**src/rtl/mp_avm_port_arbiter_pkg.sv**
```systemverilog
// rtl/mp_avm_port_arbiter_pkg.sv - shared defaults and port-ID width helper for the Avalon port arbiter
package mp_avm_port_arbiter_pkg;

  localparam int DEF_NUM_PORTS   = 2;
  localparam int DEF_ADDR_WIDTH  = 32;
  localparam int DEF_DATA_WIDTH  = 64;
  localparam int DEF_BE_WIDTH    = DEF_DATA_WIDTH / 8;
  localparam int DEF_MAX_PENDING = 4;

  // Port-ID width: clog2(n), never less than one bit.
  function automatic int id_width(input int n);
    return (n > 1) ? $clog2(n) : 1;
  endfunction

endpackage

```
**src/rtl/mp_id_fifo.sv**
```systemverilog
// rtl/mp_id_fifo.sv - in-order FIFO of issuing port IDs for outstanding reads
module mp_id_fifo #(
  parameter int DEPTH = 4,
  parameter int W     = 1
) (
  input  logic         clk_i,
  input  logic         rst_i,
  input  logic         push_i,
  input  logic [W-1:0] push_id_i,
  input  logic         pop_i,
  output logic [W-1:0] head_id_o,
  output logic         full_o,
  output logic         empty_o
);

  localparam int AW = $clog2(DEPTH);

  logic [W-1:0] mem_q [DEPTH];
  logic [AW:0]  wr_q;
  logic [AW:0]  rd_q;
  logic         push_ok;
  logic         pop_ok;

  assign empty_o   = (wr_q == rd_q);
  assign full_o    = (wr_q[AW] != rd_q[AW]) && (wr_q[AW-1:0] == rd_q[AW-1:0]);
  assign push_ok   = push_i && !full_o;
  assign pop_ok    = pop_i && !empty_o;
  assign head_id_o = mem_q[rd_q[AW-1:0]];

  always_ff @(posedge clk_i or posedge rst_i) begin
    if (rst_i) begin
      wr_q <= '0;
      rd_q <= '0;
    end else begin
      if (push_ok) wr_q <= wr_q + 1'b1;
      if (pop_ok)  rd_q <= rd_q + 1'b1;
    end
  end

  // Storage needs no reset: entries are only read between push and pop.
  always_ff @(posedge clk_i) begin
    if (push_ok) mem_q[wr_q[AW-1:0]] <= push_id_i;
  end

endmodule

```
**src/rtl/mp_avm_port_arbiter.sv**
```systemverilog
// rtl/mp_avm_port_arbiter.sv - round-robin sharing of one Avalon-MM master among request ports
module mp_avm_port_arbiter
  import mp_avm_port_arbiter_pkg::*;
#(
  parameter int NUM_PORTS   = DEF_NUM_PORTS,
  parameter int ADDR_WIDTH  = DEF_ADDR_WIDTH,
  parameter int DATA_WIDTH  = DEF_DATA_WIDTH,
  parameter int BE_WIDTH    = DEF_BE_WIDTH,
  parameter int MAX_PENDING = DEF_MAX_PENDING
) (
  input  logic                            clock,
  input  logic                            reset,
  input  logic [NUM_PORTS*ADDR_WIDTH-1:0] req_addr,
  input  logic [NUM_PORTS-1:0]            req_write_en,
  input  logic [NUM_PORTS-1:0]            req_read_en,
  input  logic [NUM_PORTS*BE_WIDTH-1:0]   req_byte_en,
  input  logic [NUM_PORTS*DATA_WIDTH-1:0] req_write_data,
  output logic [NUM_PORTS-1:0]            req_grant,
  output logic [NUM_PORTS-1:0]            resp_valid,
  output logic [DATA_WIDTH-1:0]           resp_read_data,
  output logic [ADDR_WIDTH-1:0]           avm_address,
  output logic                            avm_write,
  output logic                            avm_read,
  output logic [BE_WIDTH-1:0]             avm_byteenable,
  output logic [DATA_WIDTH-1:0]           avm_writedata,
  input  logic                            avm_waitrequest,
  input  logic [DATA_WIDTH-1:0]           avm_readdata,
  input  logic                            avm_readdatavalid,
  output logic                            protocol_err
);

  localparam int IDW = id_width(NUM_PORTS);
  localparam logic [IDW:0] NP = (IDW+1)'(NUM_PORTS);
  localparam logic [NUM_PORTS-1:0] ONE = NUM_PORTS'(1);

  logic [ADDR_WIDTH-1:0] avm_address_q;
  logic                  avm_write_q;
  logic                  avm_read_q;
  logic [BE_WIDTH-1:0]   avm_byteenable_q;
  logic [DATA_WIDTH-1:0] avm_writedata_q;
  logic [NUM_PORTS-1:0]  resp_valid_q;
  logic [DATA_WIDTH-1:0] resp_read_data_q;
  logic                  protocol_err_q;
  logic [IDW-1:0]        rr_q;
  logic [IDW-1:0]        rr_d;

  logic                  slot_free;
  logic                  fifo_full;
  logic                  fifo_empty;
  logic [IDW-1:0]        head_id;
  logic [NUM_PORTS-1:0]  eligible;
  logic                  gnt_found;
  logic [IDW-1:0]        gnt_idx;
  logic [IDW:0]          cand;
  logic                  grant_valid;
  logic                  gnt_is_write;
  logic                  push;
  logic                  pop;

  // The registered full flag is used on purpose: a read freed by a pop is granted one cycle later.
  assign eligible    = req_write_en | (req_read_en & {NUM_PORTS{!fifo_full}});
  assign slot_free   = !(avm_read_q || avm_write_q) || !avm_waitrequest;
  assign grant_valid = slot_free && (|eligible) && !reset;

  always_comb begin
    gnt_found = 1'b0;
    gnt_idx   = '0;
    cand      = '0;
    for (int k = 0; k < NUM_PORTS; k++) begin
      cand = {1'b0, rr_q} + (IDW+1)'(k);
      if (cand >= NP) cand = cand - NP;
      if (!gnt_found && eligible[cand[IDW-1:0]]) begin
        gnt_found = 1'b1;
        gnt_idx   = cand[IDW-1:0];
      end
    end
  end

  assign rr_d         = (gnt_idx == IDW'(NUM_PORTS - 1)) ? '0 : gnt_idx + 1'b1;
  assign gnt_is_write = req_write_en[gnt_idx];
  assign req_grant    = grant_valid ? (ONE << gnt_idx) : '0;
  assign push         = grant_valid && !gnt_is_write;
  assign pop          = avm_readdatavalid && !fifo_empty;

  mp_id_fifo #(
    .DEPTH (MAX_PENDING),
    .W     (IDW)
  ) u_id_fifo (
    .clk_i     (clock),
    .rst_i     (reset),
    .push_i    (push),
    .push_id_i (gnt_idx),
    .pop_i     (pop),
    .head_id_o (head_id),
    .full_o    (fifo_full),
    .empty_o   (fifo_empty)
  );

  always_ff @(posedge clock or posedge reset) begin
    if (reset) begin
      avm_address_q    <= '0;
      avm_write_q      <= 1'b0;
      avm_read_q       <= 1'b0;
      avm_byteenable_q <= '0;
      avm_writedata_q  <= '0;
      resp_valid_q     <= '0;
      resp_read_data_q <= '0;
      protocol_err_q   <= 1'b0;
      rr_q             <= '0;
    end else begin
      if (grant_valid) begin
        avm_address_q    <= req_addr[gnt_idx*ADDR_WIDTH +: ADDR_WIDTH];
        avm_byteenable_q <= req_byte_en[gnt_idx*BE_WIDTH +: BE_WIDTH];
        avm_writedata_q  <= req_write_data[gnt_idx*DATA_WIDTH +: DATA_WIDTH];
        avm_write_q      <= gnt_is_write;
        avm_read_q       <= !gnt_is_write;
        rr_q             <= rr_d;
      end else if (slot_free) begin
        avm_write_q <= 1'b0;
        avm_read_q  <= 1'b0;
      end
      resp_valid_q <= pop ? (ONE << head_id) : '0;
      if (pop) resp_read_data_q <= avm_readdata;
      if (avm_readdatavalid && fifo_empty) protocol_err_q <= 1'b1;
    end
  end

  assign avm_address    = avm_address_q;
  assign avm_write      = avm_write_q;
  assign avm_read       = avm_read_q;
  assign avm_byteenable = avm_byteenable_q;
  assign avm_writedata  = avm_writedata_q;
  assign resp_valid     = resp_valid_q;
  assign resp_read_data = resp_read_data_q;
  assign protocol_err   = protocol_err_q;

endmodule

```
**config.mk**
```make
export PLATFORM = sky130hd
export DESIGN_NAME = mp_avm_port_arbiter
export DESIGN_NICKNAME = d
export VERILOG_FILES = /design/src/rtl/mp_avm_port_arbiter_pkg.sv /design/src/rtl/mp_id_fifo.sv /design/src/rtl/mp_avm_port_arbiter.sv
export SDC_FILE = /design/constraint.sdc
export NUM_CORES = 1
export LEC_CHECK = 0
export ABC_AREA = 1
export CORE_AREA = 10 10 167 169
export CTS_BUF_LIST = sky130_fd_sc_hd__clkbuf_4
export DETAILED_ROUTE_END_ITERATION = 7
export DIE_AREA = 0 0 177 179
export GPL_TIMING_DRIVEN = 0
export PLACE_DENSITY = 0.81
export SETUP_SLACK_MARGIN = 0.3
export SYNTH_ARGS = -nofsm -noshare
export SYNTH_HDL_FRONTEND = slang
export SYNTH_SLANG_ARGS = --single-unit
```
**constraint.sdc**
```tcl
create_clock -name clock -period 5.9 [get_ports clock]
set_input_delay 0.59 -clock clock [delete_from_list [all_inputs] [get_ports clock]]
set_output_delay 0.59 -clock clock [all_outputs]
set_load 0.005 [all_outputs]
```
==> impl_metrics.tcl, run 1 <==
set metrics [dict create \
    status "finished, final reports clean" \
    synth_cells 1008 \
    reg2reg_setup_slack_ns 3.47 \
    clock-sinks 184 \
    cts_made_buffers 17 \
    peakVddDrop_mv 0.241 \
    rsz0062_at_grt "no" \
    vias 8281 \
    timing.rr.start "u_id_fifo.wr_q[1]" \
    start_util 0.341 \
    clkTransAtPathRegs_ns 0.19 \
    fin_nets 1770 \
    utilization 0.556 \
    yosysSeqAreaShare 0.549 \
    cp_cell_sequence "clkdlybuf4s50_1 > clkinvlp_4 > buf_12 > buf_12 > o211ai_1 > nor2_2 > buf_2 > nand2_1 > inv_1 > clkdlybuf4s50_1" \
    fin_crit_ns 4.35 \
    io_buffers 454 \
    grt.overflow.total 0 \
    critPathCaptureType "output port" \
    synth_seq_cells 184 \
    track_usage 0.209 \
    crit_fanout 42 \
    drt_iter0_drc 461 \
    hold_class "primary input to asynchronous set/reset pin" \
    core-area_sq_um 24700 \
    hold_violations 0 \
    relSlewSlack 0.512 \
    grt_max_degree 43 \
    gp_congestion 0.884 \
    clock_path_buffers 2 \
    num_io_pins 455 \
    yosysUniqueCellTypes 25 \
    stdcell_count 1830 \
    min_period_over_period 0.738 \
    r2r-end "avm_writedata[42]" \
    critPathSlowestCell "clkdlybuf4s50_1" \
    htreeDepth 4 \
    crit_type "primary input to output port" \
    syn-cell-area_sq_um 8430 \
    layout_commonest_cell "nand2_1" \
    cts_resized 0 \
    die_h_um 179 \
    tritoncts "yes" \
    first_global_vias 8368 \
    syn_area_per_cell_sq_um 8.36 \
    slew_violations 0 \
    critical_path.top_delay_family "buffers and inverters" \
    postCtsSetupRepairBufs 0 \
    rr_worst_depth 13 \
    crit_arrival_ns 3.76 \
    grt_use_met3 0.0777 \
    crit_buf_inv 7 \
    fin_worst_skew_ns 0.0368 \
    antenna_found_initial 3 \
    setup_violations 0 \
    use_met2 0.371 \
    syn2layout_area_growth_pct 63.3 \
    post_drt_wl_per_cell_um 19.1 \
    die_w_um 177 \
    startpoint_type "primary input" \
    place_inst 1796 \
    cts_hold_buf 0 \
    grt_pass1_wl_um 49800 \
    worst_pin_slew_ns 0.731 \
    p_per_area_nw_per_um2 437 \
    final_cell_mix "nand2_1 (646), clkdlybuf4s50_1 (454), dfrtp_1 (180)" \
    fmax_mhz 230 \
    setup_tns_ns 0 \
    critPathMaxStageDelay_ns 0.57 \
    drv_cap 0 \
    gr-usage-met1 0.227 \
    wirelength_um 34900 \
    dieArea_sq_um 31700 \
    root_buffer "clkbuf_4" \
    worstPathRequired_ns 5.31 \
    rows 58 \
    vias_per_cell 4.53 \
    firstDrtPassIters 5 \
    hold_ws_ns 0.450 \
    synth_fp_nets 1293 \
    p_leak_nw 6.70 \
    grt.busiest_layer "met2" \
    drc 0 \
    clock_latency_ns 0.58 \
    ant_nets 0 \
    drive_gt1_frac 0.103 \
    ys_warn_count 0 \
    dp_hpwl_um 28200 \
]
-- where the power goes --
group	internal (mW)	switching [mW]	leakage, nW	total, mW
Combinational	1.68	1.44	4.32	3.13
Clock	0.202	0.524	0.156	0.726
Sequential	1.84	0.328	2.22	2.16
Total	3.72	2.29	6.70	6.02
-- stage by stage --
stage,setup WS [ns],area (sq um),power [mW]
2_1_floorplan,1.15,8430,3.43
3_3_place_gp,-1.52,13400,5.27
3_5_place_dp,1.49,13500,5.36
4_1_cts,1.48,13800,6.11
5_1_grt,1.28,13800,6.45
6_report,1.55,13800,6.02
-- per-layer routing --
layer / part of all wire / up-vias
li1: - / 4033
met1: 0.37 / 3861
met2: 0.51 / 351
met3: 0.098 / 34
met4: 0.018 / 2
met5: 0.00020 / -
-- worst max-delay path by stage --
stage | cells after the start | startpoint | slack [ns] | endpoint
after global placement | 8 | reset | -1.52 | req_grant[0]
after CTS | 10 | reset | 1.48 | req_grant[0]
after floorplan | 6 | reset | 1.15 | req_grant[0]
after detailed placement | 10 | reset | 1.49 | req_grant[0]
final | 10 | reset | 1.55 | req_grant[0]
after global routing | 10 | reset | 1.28 | req_grant[0]
-- synthesized netlist by cell type, drive strengths merged --
cell type	count	share of area
ha	5	0.0074
edfxtp	4	0.014
o211ai	1	0.00089
xnor2	1	0.0010
inv	21	0.0094
a21oi	4	0.0024
nand4	1	0.00074
nor2	11	0.0052
dfrtp	180	0.53
xor2	3	0.0031
mux2	64	0.085
nand3	6	0.0042
o21bai	1	0.00089
nand2	650	0.29
buf	45	0.034
clkbuf	7	0.0031
o21ai	3	0.0018
a32oi	1	0.0010
-- logic make-up after synthesis --
group	count (synthesis)	synth area share
compound gates	10	0.00698
xor+xnor	4	0.00416
fa+ha+maj	5	0.00742
buf+inv	73	0.0460
flops	184	0.549
mux	64	0.0855
simple gates	668	0.301
-- registers in the layout (all words and copies together), names as in the netlist --
register	cells
avm_address	32
avm_byteenable	8
u_id_fifo.rd_q	3
u_id_fifo.wr_q	3
u_id_fifo.mem_q	4
resp_valid	2
avm_read	1
protocol_err	1
avm_writedata	64
rr_q	1
resp_read_data	64
avm_write	1
-- final cells by class --
| class | count | area [sq um] |
|---|---|---|
| diodes | 2 | 5.00 |
| flip-flops and latches | 184 | 4620 |
| fillers | 2208 | 11000 |
| inverters | 21 | 82.6 |
| well taps | 330 | 413 |
| clock buffers | 18 | 135 |
| clock inverters | 14 | 153 |
| repair buffers | 458 | 4620 |
| multi-input cells | 751 | 3420 |
| plain buffers | 52 | 309 |
No activity file was read; power rests on OpenSTA's default activity.
==> inputs of run 2 (changes only) <==
clock period = 3.78 ns   (was 5.9 ns; I/O delays follow)
==> run 2 against run 1 <==
  * Critical path depth did not move
  * Cell count increased by 0.16%
  * Clock power is 54% higher
  * Hold slack worse by 0.21 ns
  * Die area did not move
  * Clock skew fell by 0.0096 ns
  * Critical endpoint unchanged
  * Largest cell class unchanged
  * Largest power group unchanged
==> impl_metrics.tcl, run 2 (synthesis results as in run 1) <==
set metrics [dict create \
    fmax_mhz 313 \
    dieArea_sq_um 31700 \
    die_w_um 177 \
    use_met2 0.366 \
    die_h_um 179 \
    vias_per_cell 4.58 \
    crit_type "primary input to output port" \
    status "finished, final reports clean" \
    place_inst 1796 \
    layout_commonest_cell "nand2_1" \
    p_int_mw 5.82 \
    p_leak_nw 6.73 \
    gr-usage-met1 0.223 \
    critPathMaxStageDelay_ns 0.52 \
    p_comb_frac 0.521 \
    syn2layout_area_growth_pct 63.9 \
    pwr-share-seq 0.361 \
    crit_start "reset" \
    core-area_sq_um 24700 \
    hold_class "primary input to asynchronous set/reset pin" \
    ant_nets 0 \
    fin_crit_ns 3.20 \
    grt.busiest_layer "met2" \
    fin_worst_skew_ns 0.0272 \
    relSlewSlack 0.577 \
    tritoncts "yes" \
    firstDrtPassIters 5 \
    clock_path_buffers 2 \
    wirelength_um 34500 \
    worstPathRequired_ns 3.40 \
    post_drt_wl_per_cell_um 18.8 \
    vias 8386 \
    grt_max_degree 42 \
    htreeDepth 4 \
    grt.overflow.total 0 \
    clock_latency_ns 0.57 \
    power.switching_mw 3.63 \
    critPathCaptureType "output port" \
    stdcell_count 1833 \
    min_period_over_period 0.846 \
    drc 0 \
    clkTransAtPathRegs_ns 0.19 \
    drv_cap 0 \
    fin_nets 1773 \
    num_io_pins 455 \
    clock-sinks 184 \
    hold_violations 0 \
    worst_pin_slew_ns 0.632 \
    total_power_mw 9.44 \
    timing.rr.start "u_id_fifo.wr_q[1]" \
    p_sw_frac 0.384 \
    setup_violations 0 \
    start_util 0.341 \
    grt_use_met3 0.0834 \
    setup_ws_ns 0.583 \
    crit_arrival_ns 2.82 \
    peakVddDrop_mv 0.318 \
    track_usage 0.206 \
    grt_pass1_wl_um 49800 \
    rows 58 \
    slew_violations 0 \
    startpoint_type "primary input" \
    critical_path.top_delay_family "buffers and inverters" \
    pwr-share-clk 0.118 \
    root_buffer "clkbuf_4" \
    cp_cell_sequence "clkdlybuf4s50_1 > clkinvlp_4 > buf_12 > buf_12 > o211ai_1 > nor2_2 > buf_6 > nand2_2 > inv_2 > clkdlybuf4s50_1" \
    gp_congestion 0.878 \
    first_global_vias 8512 \
    rsz0062_at_grt "no" \
    critPathSlowestCell "clkdlybuf4s50_1" \
    antenna_found_initial 2 \
    drive_gt1_frac 0.109 \
    crit_buf_inv 7 \
    final_cell_mix "nand2_1 (645), clkdlybuf4s50_1 (454), dfrtp_1 (180)" \
    p_per_area_nw_per_um2 684 \
    drt_iter0_drc 534 \
    post-place-ws_ns 0.163 \
    cts_made_buffers 17 \
    io_buffers 454 \
    dp_hpwl_um 28000 \
    crit_fanout 41 \
]
run 2: cell types whose count changed in the layout (fill, tap and decap cells not counted), moves of 2 or more:
cell and change:
buf_2 -6, clkbuf_2 +5, buf_4 +6, clkbuf_1 -5, buf_6 +2
run 2: path summary, 6_finish.rpt:
path                                      endpoint  slack [ns]  cells past startpoint
worst min register to register   avm_writedata[34]        0.50                      2
worst max-delay path                  req_grant[0]        0.58                     10
max in group asynchronous          avm_address[22]        2.92                      5
min in group clock               resp_read_data[1]        0.40                      2
worst min-delay path            resp_read_data[44]        0.24                      2
worst max register to register  u_id_fifo.mem_q[0]        1.46                     11
run 2: what timing repair did:
item	CTS	global route
gates resized for setup	0	0
cloned	1	0
endpoints found under the setup margin	1	1
hold buffers	0	0
pin swaps	0	0
buffers inserted	0	2
run 2: power groups by stage:
stage / Combinational [mW] / Clock (mW) / Sequential, mW
after global routing: 5.35 / 1.23 / 3.50
after CTS: 5.00 / 1.15 / 3.40
final: 4.92 / 1.12 / 3.41
after floorplan: 1.94 / 0 / 3.44
after detailed placement: 4.98 / 0 / 3.43
after global placement: 4.89 / 0 / 3.39
run 2: layout make-up:
class,instances,area (sq um)
Timing Repair Buffer,460,4640
Tap cell,330,413
Fill cell,2200,10900
Inverter,21,82.6
Antenna cell,2,5.00
Clock inverter,15,158
Timing Repair inverter,1,5.00
Sequential cell,184,4620
Clock buffer,17,128
Multi-Input combinational cell,751,3420
Buffer,52,338
run 2: layer usage:
metal | vias up | routed length [um]
met2 | 373 | 17600
met1 | 3934 | 12900
met5 | - | 0
li1 | 4044 | -
met4 | 0 | 684
met3 | 35 | 3350
run 2: through the flow:
stage               utilization  TNS [ns]  area (sq um)  hold slack, ns
floorplan                     -    -39.82          8460           0.465
global placement          0.542   -376.28         13400           0.457
detailed placement        0.546         0         13500           0.462
CTS                       0.557         0         13800           0.134
global route              0.558         0         13800           0.191
finish                    0.558         0         13800           0.240
==> inputs of run 3 (changes only) <==
CORE_AREA = 10 10 168 170   (was 10 10 167 169)
DIE_AREA = 0 0 178 180   (was 0 0 177 179)
PLACE_DENSITY = 0.77   (was 0.81)
clock period = 3.3 ns   (was 3.78 ns; I/O delays follow)
==> run 3 against run 2 <==
  * Register-to-register slack worse by 0.46 ns
  * Via count shrank 1.0%
  * Non-clock buffer count rose by 4
  * Highest routed layer unchanged
  * Power grew 14%
  * Clock skew fell by 0.0035 ns
  * First-iteration DRC count down 25%
  * Critical endpoint unchanged
==> impl_metrics.tcl, run 3 (synthesis results as in run 1) <==
set metrics [dict create \
    wl_met3_um 3530 \
    clock_latency_ns 0.58 \
    dr_wl_met2_um 16900 \
    status "finished, final reports clean" \
    first_global_vias 8487 \
    critPathCaptureType "output port" \
    dieArea_sq_um 32000 \
    design_area_sq_um 13900 \
    post_drt_wl_per_cell_um 18.6 \
    utilization 0.558 \
    cts_made_buffers 17 \
    fin_worst_skew_ns 0.0237 \
    clock-sinks 184 \
    antenna_found_initial 3 \
    crit_type "register to output port" \
    slew_violations 0 \
    total_power_mw 10.8 \
    grt.overflow.total 0 \
    vias_per_cell 4.52 \
    drv_cap 0 \
    hold_ws_ns 0.158 \
    fmax_mhz 344 \
    root_buffer "clkbuf_4" \
    track_usage 0.206 \
    htreeDepth 4 \
    grt_pass1_wl_um 50600 \
    cts_hold_buf 0 \
    wl_met1_um 12800 \
    hold_class "primary input to asynchronous set/reset pin" \
    dp_hpwl_um 27800 \
    peakVddDrop_mv 0.325 \
    p_per_area_nw_per_um2 776 \
    core-area_sq_um 24900 \
    hold_violations 0 \
    grt_max_degree 40 \
    io_buffers 454 \
    setup_tns_ns 0 \
    worst_pin_slew_ns 0.549 \
    die_w_um 178 \
    top_layer_used "met4" \
    nFillCells 2252 \
    dpl_cell_area_sq_um 13500 \
    final_cell_mix "nand2_1 (645), clkdlybuf4s50_1 (453), dfrtp_1 (180)" \
    vias 8302 \
    worstPathRequired_ns 2.97 \
    firstDrtPassIters 4 \
    ant_nets 0 \
    fin_nets 1777 \
    rows 58 \
    syn2layout_area_growth_pct 64.8 \
    setup_violations 0 \
    die_h_um 180 \
    start_util 0.339 \
    crit_arrival_ns 2.58 \
    drc 0 \
    gp_congestion 0.854 \
    clock_path_buffers 2 \
    min_period_over_period 0.881 \
    rr_worst_depth 13 \
    startpoint_type "register" \
    drt_iter0_drc 402 \
    rsz0062_at_grt "yes" \
    p_leak_nw 6.77 \
    layout_commonest_cell "nand2_1" \
    wirelength_um 34100 \
    num_io_pins 455 \
    crit_fanout 10 \
    clkTransAtPathRegs_ns 0.19 \
    tritoncts "yes" \
    relSlewSlack 0.634 \
    drive_gt1_frac 0.110 \
    fin_crit_ns 2.91 \
]
==> run 3: cell type report <==
class / instances / area, sq um / share of cell area
repair buffers: 464 / 4690 / 0.338
plain buffers: 52 / 338 / 0.0243
flip-flops and latches: 184 / 4620 / 0.333
clock buffers: 18 / 135 / 0.00973
diodes: 3 / 7.51 / 0.000541
repair inverters: 1 / 5.00 / 0.000360
inverters: 21 / 82.6 / 0.00595
well taps: 330 / 413 / 0.0297
clock inverters: 14 / 150 / 0.0108
multi-input cells: 751 / 3440 / 0.248
==> run 3: final timing paths <==
check                      slack [ns]               from                  to
max                              0.39  u_id_fifo.wr_q[1]        req_grant[0]
max reg2reg                      1.00  u_id_fifo.wr_q[1]     avm_address[18]
min reg2reg                      0.49    avm_address[27]     avm_address[27]
min in group clock               0.34    avm_waitrequest            avm_read
min                              0.16              reset  resp_read_data[30]
max in group asynchronous        2.36              reset   avm_writedata[56]
==> run 3: routing by layer <==
layer / up-vias / global-route usage
met5: - / 0
met3: 41 / 0.0907
met1: 3873 / 0.222
met4: 0 / 0.0607
li1: 4052 / -
met2: 336 / 0.354
==> run 3: metrics by stage <==
| step | setup WS, ns | cells |
|---|---|---|
| after detailed placement | 0.227 | 1797 |
| after CTS | 0.321 | 1834 |
| after floorplan | -0.821 | 1008 |
| final | 0.394 | 1838 |
| after global placement | -3.51 | 1792 |
| after global routing | 0.166 | 1837 |
==> run 3: what timing repair did <==
action | CTS | global route
pin swaps | 1 | 1
buffers inserted | 4 | 1
cloned | 1 | 0
resized for setup | 1 | 4
endpoints found under the setup margin | 2 | 2
==> run 3: critical path, stage by stage, from the launching register on <==
cell and delay (ns):
dfrtp_1 0.43, inv_1 0.11, nand2_1 0.06, nand2_1 0.07
nand3_1 0.11, nand2_1 0.10, nand2_2 0.11, nor2_1 0.23
nor2_4 0.08, buf_8 0.16, nand2_2 0.06, inv_2 0.03
clkdlybuf4s50_1 0.46
==> run 3: report_power, final <==
part | total, mW | switching, mW | internal, mW | leakage [nW]
registers | 3.84 | 0.558 | 3.28 | 2.22
clock network | 1.29 | 0.928 | 0.358 | 0.158
logic | 5.65 | 2.58 | 3.07 | 4.39
